==> src/rtl/execute_stage.sv <==
// execute_stage: EX stage with EX/MEM output register, single-cycle ALU and iterative MULTU/DIVU with HI/LO
module execute_stage #(
  parameter int MD_CYCLES = 32
) (
  input  logic        clk,
  input  logic        Reset,
  input  logic        InValid,
  input  logic [3:0]  ALUOp,
  input  logic [31:0] Operand1,
  input  logic [31:0] Operand2,
  input  logic [4:0]  Shamt,
  input  logic [31:0] StoreValueIn,
  input  logic        MemReadIn,
  input  logic        MemWriteIn,
  input  logic        RegWriteIn,
  input  logic [4:0]  DestRegIn,
  input  logic        Flush,
  output logic        Stall,
  output logic [31:0] ALUResult,
  output logic [31:0] StoreValue,
  output logic        EnableReadFromMemory,
  output logic        EnableWriteInMemory,
  output logic        RegWriteOut,
  output logic [4:0]  DestRegOut,
  output logic        OutValid,
  output logic        Zero
);
  localparam int CW = $clog2(MD_CYCLES);
  localparam logic [0:0] IDLE = 1'b0, BUSY = 1'b1;
  logic [0:0] state;
  logic [CW-1:0] counter;
  logic [31:0] hi, lo, md_a, alu, dsub;
  logic [63:0] md_p, md_nx;
  logic [32:0] msum, dsh;
  logic md_div, is_md, last, load, start, ge;
  always_comb begin
    alu = 32'd0;
    case (ALUOp)
      4'd0:  alu = Operand1 + Operand2;
      4'd1:  alu = Operand1 - Operand2;
      4'd2:  alu = Operand1 & Operand2;
      4'd3:  alu = Operand1 | Operand2;
      4'd4:  alu = Operand1 ^ Operand2;
      4'd5:  alu = ~(Operand1 | Operand2);
      4'd6:  alu = {31'd0, $signed(Operand1) < $signed(Operand2)};
      4'd7:  alu = {31'd0, Operand1 < Operand2};
      4'd8:  alu = Operand1 << Shamt;
      4'd9:  alu = Operand1 >> Shamt;
      4'd10: alu = $signed(Operand1) >>> Shamt;
      4'd13: alu = hi;
      4'd14: alu = lo;
      4'd15: alu = Operand2;
      default: alu = 32'd0;
    endcase
  end
  // md_p holds {acc, multiplier} for MULTU and {remainder, dividend/quotient} for DIVU
  assign msum  = {1'b0, md_p[63:32]} + (md_p[0] ? {1'b0, md_a} : 33'd0);
  assign dsh   = {md_p[63:32], md_p[31]};
  assign ge    = dsh >= {1'b0, md_a};
  assign dsub  = dsh[31:0] - md_a;
  assign md_nx = md_div ? {ge ? dsub : dsh[31:0], md_p[30:0], ge} : {msum, md_p[31:1]};
  assign is_md = ALUOp == 4'd11 || ALUOp == 4'd12;
  assign last  = state == BUSY && counter == CW'(MD_CYCLES - 1);
  assign Stall = Reset && !Flush && ((state == IDLE && InValid && is_md) || (state == BUSY && !last));
  assign load  = InValid && !Stall && !Flush && !is_md;
  assign start = state == IDLE && InValid && is_md && !Flush;
  always_ff @(posedge clk) begin
    if (!Reset) begin
      ALUResult <= '0;
      StoreValue <= '0;
      EnableReadFromMemory <= 1'b0;
      EnableWriteInMemory <= 1'b0;
      RegWriteOut <= 1'b0;
      DestRegOut <= '0;
      OutValid <= 1'b0;
      Zero <= 1'b0;
      hi <= '0;
      lo <= '0;
      state <= IDLE;
      counter <= '0;
      md_a <= '0;
      md_p <= '0;
      md_div <= 1'b0;
    end else begin
      ALUResult <= load ? alu : 32'd0;
      StoreValue <= load ? StoreValueIn : 32'd0;
      EnableReadFromMemory <= load && MemReadIn;
      EnableWriteInMemory <= load && MemWriteIn;
      RegWriteOut <= load && RegWriteIn;
      DestRegOut <= load ? DestRegIn : 5'd0;
      OutValid <= load;
      Zero <= load && alu == 32'd0;
      if (state == IDLE) begin
        if (start) begin
          state <= BUSY;
          counter <= '0;
          md_div <= ALUOp == 4'd12;
          md_a <= ALUOp == 4'd12 ? Operand2 : Operand1;
          md_p <= {32'd0, ALUOp == 4'd12 ? Operand1 : Operand2};
        end
      end else if (Flush) begin
        state <= IDLE;
        counter <= '0;
      end else begin
        md_p <= md_nx;
        counter <= counter + 1'b1;
        if (last) begin
          state <= IDLE;
          hi <= md_nx[63:32];
          lo <= md_nx[31:0];
        end
      end
    end
  end
endmodule
==> config.mk <==
export PLATFORM = sky130hd
export DESIGN_NAME = execute_stage
export DESIGN_NICKNAME = d
export VERILOG_FILES = /design/src/rtl/execute_stage.sv
export SDC_FILE = /design/constraint.sdc
export NUM_CORES = 1
export LEC_CHECK = 0
export BUFFER_PORTS_ARGS = -buffer_cell sky130_fd_sc_hd__buf_2
export CORE_ASPECT_RATIO = 2
export CORE_MARGIN = 1
export CORE_UTILIZATION = 62
export CTS_CLUSTER_DIAMETER = 60
export DETAILED_ROUTE_END_ITERATION = 8
export GPL_TIMING_DRIVEN = 0
export PLACE_DENSITY = 0.84
export SETUP_SLACK_MARGIN = 0.5
export SLEW_MARGIN = 0
export SYNTH_ARGS = -nofsm -noshare
export SYNTH_HDL_FRONTEND = slang
export SYNTH_SLANG_ARGS = --single-unit
==> constraint.sdc <==
create_clock -name clk -period 10.1 [get_ports clk]
set_clock_uncertainty 0.05 [all_clocks]
set_input_delay 0.505 -clock clk [delete_from_list [all_inputs] [get_ports clk]]
set_output_delay 0.505 -clock clk [all_outputs]
set_load 0.01 [all_outputs]
==> flow_metrics.py, run 1 <==
metrics = {
    "status": {
        "status": "aborted with a tool error",
        "failed_stage": "5_1_grt",
        "first-error": "[ERROR GRT-0116] Global routing finished with congestion. Check the congestion regions in the DRC Viewer.",
    },
    "floorplan": {
        "ios": 192,
        "die_h_um": 286.5,
        "rows": 103,
        "initial_core_util_pct": 63.22,
        "die_x_um": 144.3,
    },
    "global_route": {
        "grt_pass1_vias": 35710,
        "grt_max_degree": 17,
        "grt_overflow_total": 1970,
        "grt_pass1_wl_mm": 260.8,
        "grt_use_total_pct": 85.00,
    },
    "cts": {
        "hold_buffers": 0,
        "cts_max_path_buffers": 3,
        "cts_sinks": 241,
        "htree_levels": 1,
        "cts_buffers": 24,
        "postCtsSetupBuffers": 0,
        "root_buffer": "clkbuf_16",
        "cts.repair.resized": 0,
    },
    "synth": {
        "synth_area_leaders": "dfxtp_1 19%, ha_1 8.4%, mux2i_1 5.6%, nor2_1 5.1%, mux4_2 4.8%",
        "synthFlopType": "dfxtp_1",
        "synthesis.nets": 3627,
        "avgSynthCellArea_sq_um": 7.518,
        "synth_common_cells": "343 x nor2_1, 283 x nand2_1, 241 x dfxtp_1",
        "synth.top_cell.area_share_pct": 19.23,
        "ys_seq_elements": 241,
        "yosys_warnings": 0,
        "yosysMostFrequentCell": "nor2_1",
        "async_flop_share_pct": 0,
        "netlist.top_cell.by_area": "dfxtp_1",
        "synth_edf_count": 0,
        "ys_types": 98,
        "synth_area_sq_um": 25090,
        "syn_inst": 3338,
        "ys_seq_area_share_pct": 19.23,
    },
    "place": {
        "hpwl_mm": 108.5,
        "gp_congestion": 1.845,
        "place.port_buffers": 188,
    },
}
==> metrics by stage <==
| step | util [%] | instance area (sq um) | std cells | hold WS, ns | setup slack (ns) |
|---|---|---|---|---|---|
| after CTS | 69.34 | 27520 | 4094 | 0.07524 | 4.748 |
| after detailed placement | 67.28 | 26710 | 4052 | 0.4243 | 4.204 |
| after global placement | 67.25 | 26690 | 4051 | 0.4149 | 4.222 |
| after floorplan | - | 25090 | 3338 | 0.3820 | 6.397 |
==> cells by family after synthesis <==
kind of cell               after synthesis  share of synthesized area [%]
and+or+nand+nor                       1103                          21.18
adders and majority gates              172                          8.696
xor gates and xnor gates                61                          2.129
DFF                                    241                          19.23
buffers and inverters                  425                          6.926
muxes                                  232                          12.12
AOI/OAI and AO/OA                     1104                          29.72
==> per-layer routing <==
layer,GRT overflow,global-route usage [%]
met5,2,38.56
met4,490,90.42
met3,37,65.83
met2,1411,107.6
met1,30,79.21
==> inputs of run 2 (changes only) <==
--- a/config.mk
+++ b/config.mk
@@ -6,14 +6,11 @@
 export NUM_CORES = 1
 export LEC_CHECK = 0
 export BUFFER_PORTS_ARGS = -buffer_cell sky130_fd_sc_hd__buf_2
-export CORE_ASPECT_RATIO = 2
 export CORE_MARGIN = 1
-export CORE_UTILIZATION = 62
-export CTS_CLUSTER_DIAMETER = 60
+export CORE_UTILIZATION = 40
 export DETAILED_ROUTE_END_ITERATION = 8
 export GPL_TIMING_DRIVEN = 0
-export PLACE_DENSITY = 0.84
-export SETUP_SLACK_MARGIN = 0.5
+export PLACE_DENSITY_LB_ADDON = 0.15
 export SLEW_MARGIN = 0
 export SYNTH_ARGS = -nofsm -noshare
 export SYNTH_HDL_FRONTEND = slang
==> flow_metrics.py, run 2 <==
metrics = {
    "cts": {
        "hold_buffers": 0,
        "cts.repair.resized": 0,
        "path_clk_slew_ns": 0.06,
        "cts_max_path_buffers": 3,
        "htree_levels": 1,
        "postCtsSetupBuffers": 0,
        "cts_buffers": 27,
        "cts_sinks": 241,
        "root_buffer": "clkbuf_16",
        "tritoncts": "done",
        "clock_latency_ns": 0.62,
    },
    "cells_and_area": {
        "layout_commonest_cell": "nor2_1",
        "area_growth_pct": 11.93,
        "regArea_sq_um": 4825,
        "fillers": 6549,
        "nets": 3847,
        "final_core_util_pct": 45.43,
        "final_cell_mix": "343 x nor2_1, 283 x nand2_1, 241 x dfxtp_1",
        "regMostFlops": "md_p",
        "multiInputGateArea_sq_um": 18550,
        "largest_reg_flops": 64,
        "drive_above_1_share_pct": 12.13,
    },
    "sta": {
        "fin_tns_setup_ns": 0,
        "timing.final.max_slew_violations": 3,
        "slew-limit-headroom_pct": -1.368,
        "fmax_mhz": 148.0,
        "finalWorstSetupSlack_ns": 3.344,
        "hold_viol": 0,
        "period_minus_slack_ns": 6.756,
        "tightest_slew_ns": 1.521,
        "setup_viol": 0,
        "period_share_pct": 66.89,
        "rsz0062_at_grt": "false",
        "holdWs_ns": 0.03062,
    },
    "synth": {
        "async_flop_share_pct": 0,
        "yosys_warnings": 0,
        "synth_area_sq_um": 25090,
        "synth.top_cell.area_share_pct": 19.23,
        "netlist.top_cell.by_area": "dfxtp_1",
        "avgSynthCellArea_sq_um": 7.518,
        "ys_types": 98,
        "ys_seq_area_share_pct": 19.23,
        "yosysMostFrequentCell": "nor2_1",
        "synth_edf_count": 0,
        "syn_inst": 3338,
        "synth_area_leaders": "dfxtp_1 19%, ha_1 8.4%, mux2i_1 5.6%, nor2_1 5.1%, mux4_2 4.8%",
        "ys_seq_elements": 241,
        "synth_common_cells": "343 x nor2_1, 283 x nand2_1, 241 x dfxtp_1",
        "synthesis.nets": 3627,
        "synthFlopType": "dfxtp_1",
    },
    "floorplan": {
        "dieArea_sq_um": 63740,
        "coreArea_sq_um": 61830,
        "ios": 192,
        "die_h_um": 252.5,
        "initial_core_util_pct": 40.59,
        "die_x_um": 252.5,
        "rows": 91,
    },
    "drt": {
        "totalWireLength_mm": 159.2,
        "drc": 0,
        "firstDrtPassIters": 7,
        "vias_per_cell": 6.900,
        "ant_nets": 0,
        "routed-via-count": 30490,
        "drtIter0Drc": 4597,
        "routedWlPerCell_um": 36.03,
    },
    "worst_setup_path": {
        "crit_type": "in2reg",
        "critPathLaunchType": "input pin",
        "crit_arrival_ns": 7.26,
        "cp_max_fo": 10,
        "worstPathRequired_ns": 10.60,
        "end_kind": "register",
    },
    "pwr": {
        "p_int_uw": 1940,
        "power_frac_clock_pct": 33.5,
        "p_leak_uw": 0.01127,
        "power_frac_comb_pct": 36.6,
        "seq_power_share_pct": 29.8,
        "switching_share_pct": 40.41,
        "vdd_ir_drop_max_mv": 0.1290,
        "power.switching_uw": 1315,
        "p_per_area_nw_per_um2": 115.9,
    },
    "global_route": {
        "antenna_found_initial": 11,
        "grt_pass1_wl_mm": 216.0,
        "grt_use_total_pct": 48.36,
        "grt_pass1_vias": 27440,
        "grt_max_degree": 15,
        "grt_overflow_total": 0,
    },
    "place": {
        "hpwl_mm": 129.4,
        "place.port_buffers": 188,
        "pre_cts_ws_ns": 3.263,
        "gp_congestion": 1.151,
    },
    "status": {
        "status": "finished, violations left",
        "failed_checks": "max-capacitance violations, max-slew violations",
    },
    "hold_path": {
        "hold_class": "in2reg",
    },
    "job": {
        "max_cap_viol_count": 1,
    },
}
-- run 2: worst max-delay path, cell delays in order --
cell       delay [ns]
buf_2            0.41
clkbuf_1         0.62
inv_1            0.31
ha_1             0.51
clkbuf_1         0.44
nor3b_1          0.11
a21oi_1          0.40
o2111a_1         0.44
o2111ai_1        0.63
nor4_1           1.41
nand2_1          0.09
nor4_1           0.59
nand4_1          0.19
nor4_2           0.24
nand4b_1         0.16
nor3_2           0.16
-- run 2: through the flow --
stage | total power, uW | area (sq um) | instances
2_1_floorplan | 1620 | 25090 | 3338
4_1_cts | 3173 | 28070 | 4414
6_report | 3255 | 28090 | 4419
3_3_place_gp | 2105 | 27080 | 4363
3_5_place_dp | 2095 | 27120 | 4366
5_1_grt | 3307 | 28070 | 4414
-- run 2: layout make-up --
| type | instances | share of cell area (%) |
|---|---|---|
| multi-input cells | 2672 | 66.04 |
| inverters | 150 | 2.005 |
| diodes | 5 | 0.04455 |
| plain buffers | 275 | 4.183 |
| well taps | 837 | 3.729 |
| flip-flops and latches | 241 | 17.18 |
| clock buffers | 33 | 2.664 |
| repair buffers | 191 | 3.412 |
| clock inverters | 15 | 0.7439 |
-- run 2: path summary, 6_finish.rpt --
kind	end	start	slack [ns]	cells after the start
hold reg to reg	hi[24]	hi[24]	0.44	2
hold / removal	StoreValue[28]	StoreValueIn[28]	0.03	2
setup / recovery	Zero	Operand1[5]	3.34	16
setup reg to reg	hi[27]	md_p[0]	4.91	16
-- run 2: cell families (layout without fill, tap and decap cells) --
family / after synthesis / count (layout) / synth area share (%)
other: 0 / 5 / 0
XOR/XNOR: 61 / 61 / 2.129
flip-flops: 241 / 241 / 19.23
adder cells (fa/ha/maj): 172 / 172 / 8.696
buffers and inverters: 425 / 664 / 6.926
AND/OR/NAND/NOR: 1103 / 1103 / 21.18
multiplexers: 232 / 232 / 12.12
AO/OA/AOI/OAI: 1104 / 1104 / 29.72
-- run 2: metal layers --
layer	global-route usage (%)	share of wire, %	vias up
met5	0	0.20	-
met4	25.26	6.6	18
met3	20.58	15	519
met2	63.22	37	2337
met1	65.96	41	14800
li1	-	-	12810
-- run 2: power by group through the flow --
stage / Clock [uW] / Combinational (uW) / Sequential, uW
finish: 1090 / 1190 / 971
global route: 1130 / 1210 / 972
CTS: 1090 / 1110 / 971
detailed placement: 0 / 1100 / 992
global placement: 0 / 1110 / 992
floorplan: 0 / 625 / 995
Note: power is estimated with default switching activity, not from simulation.
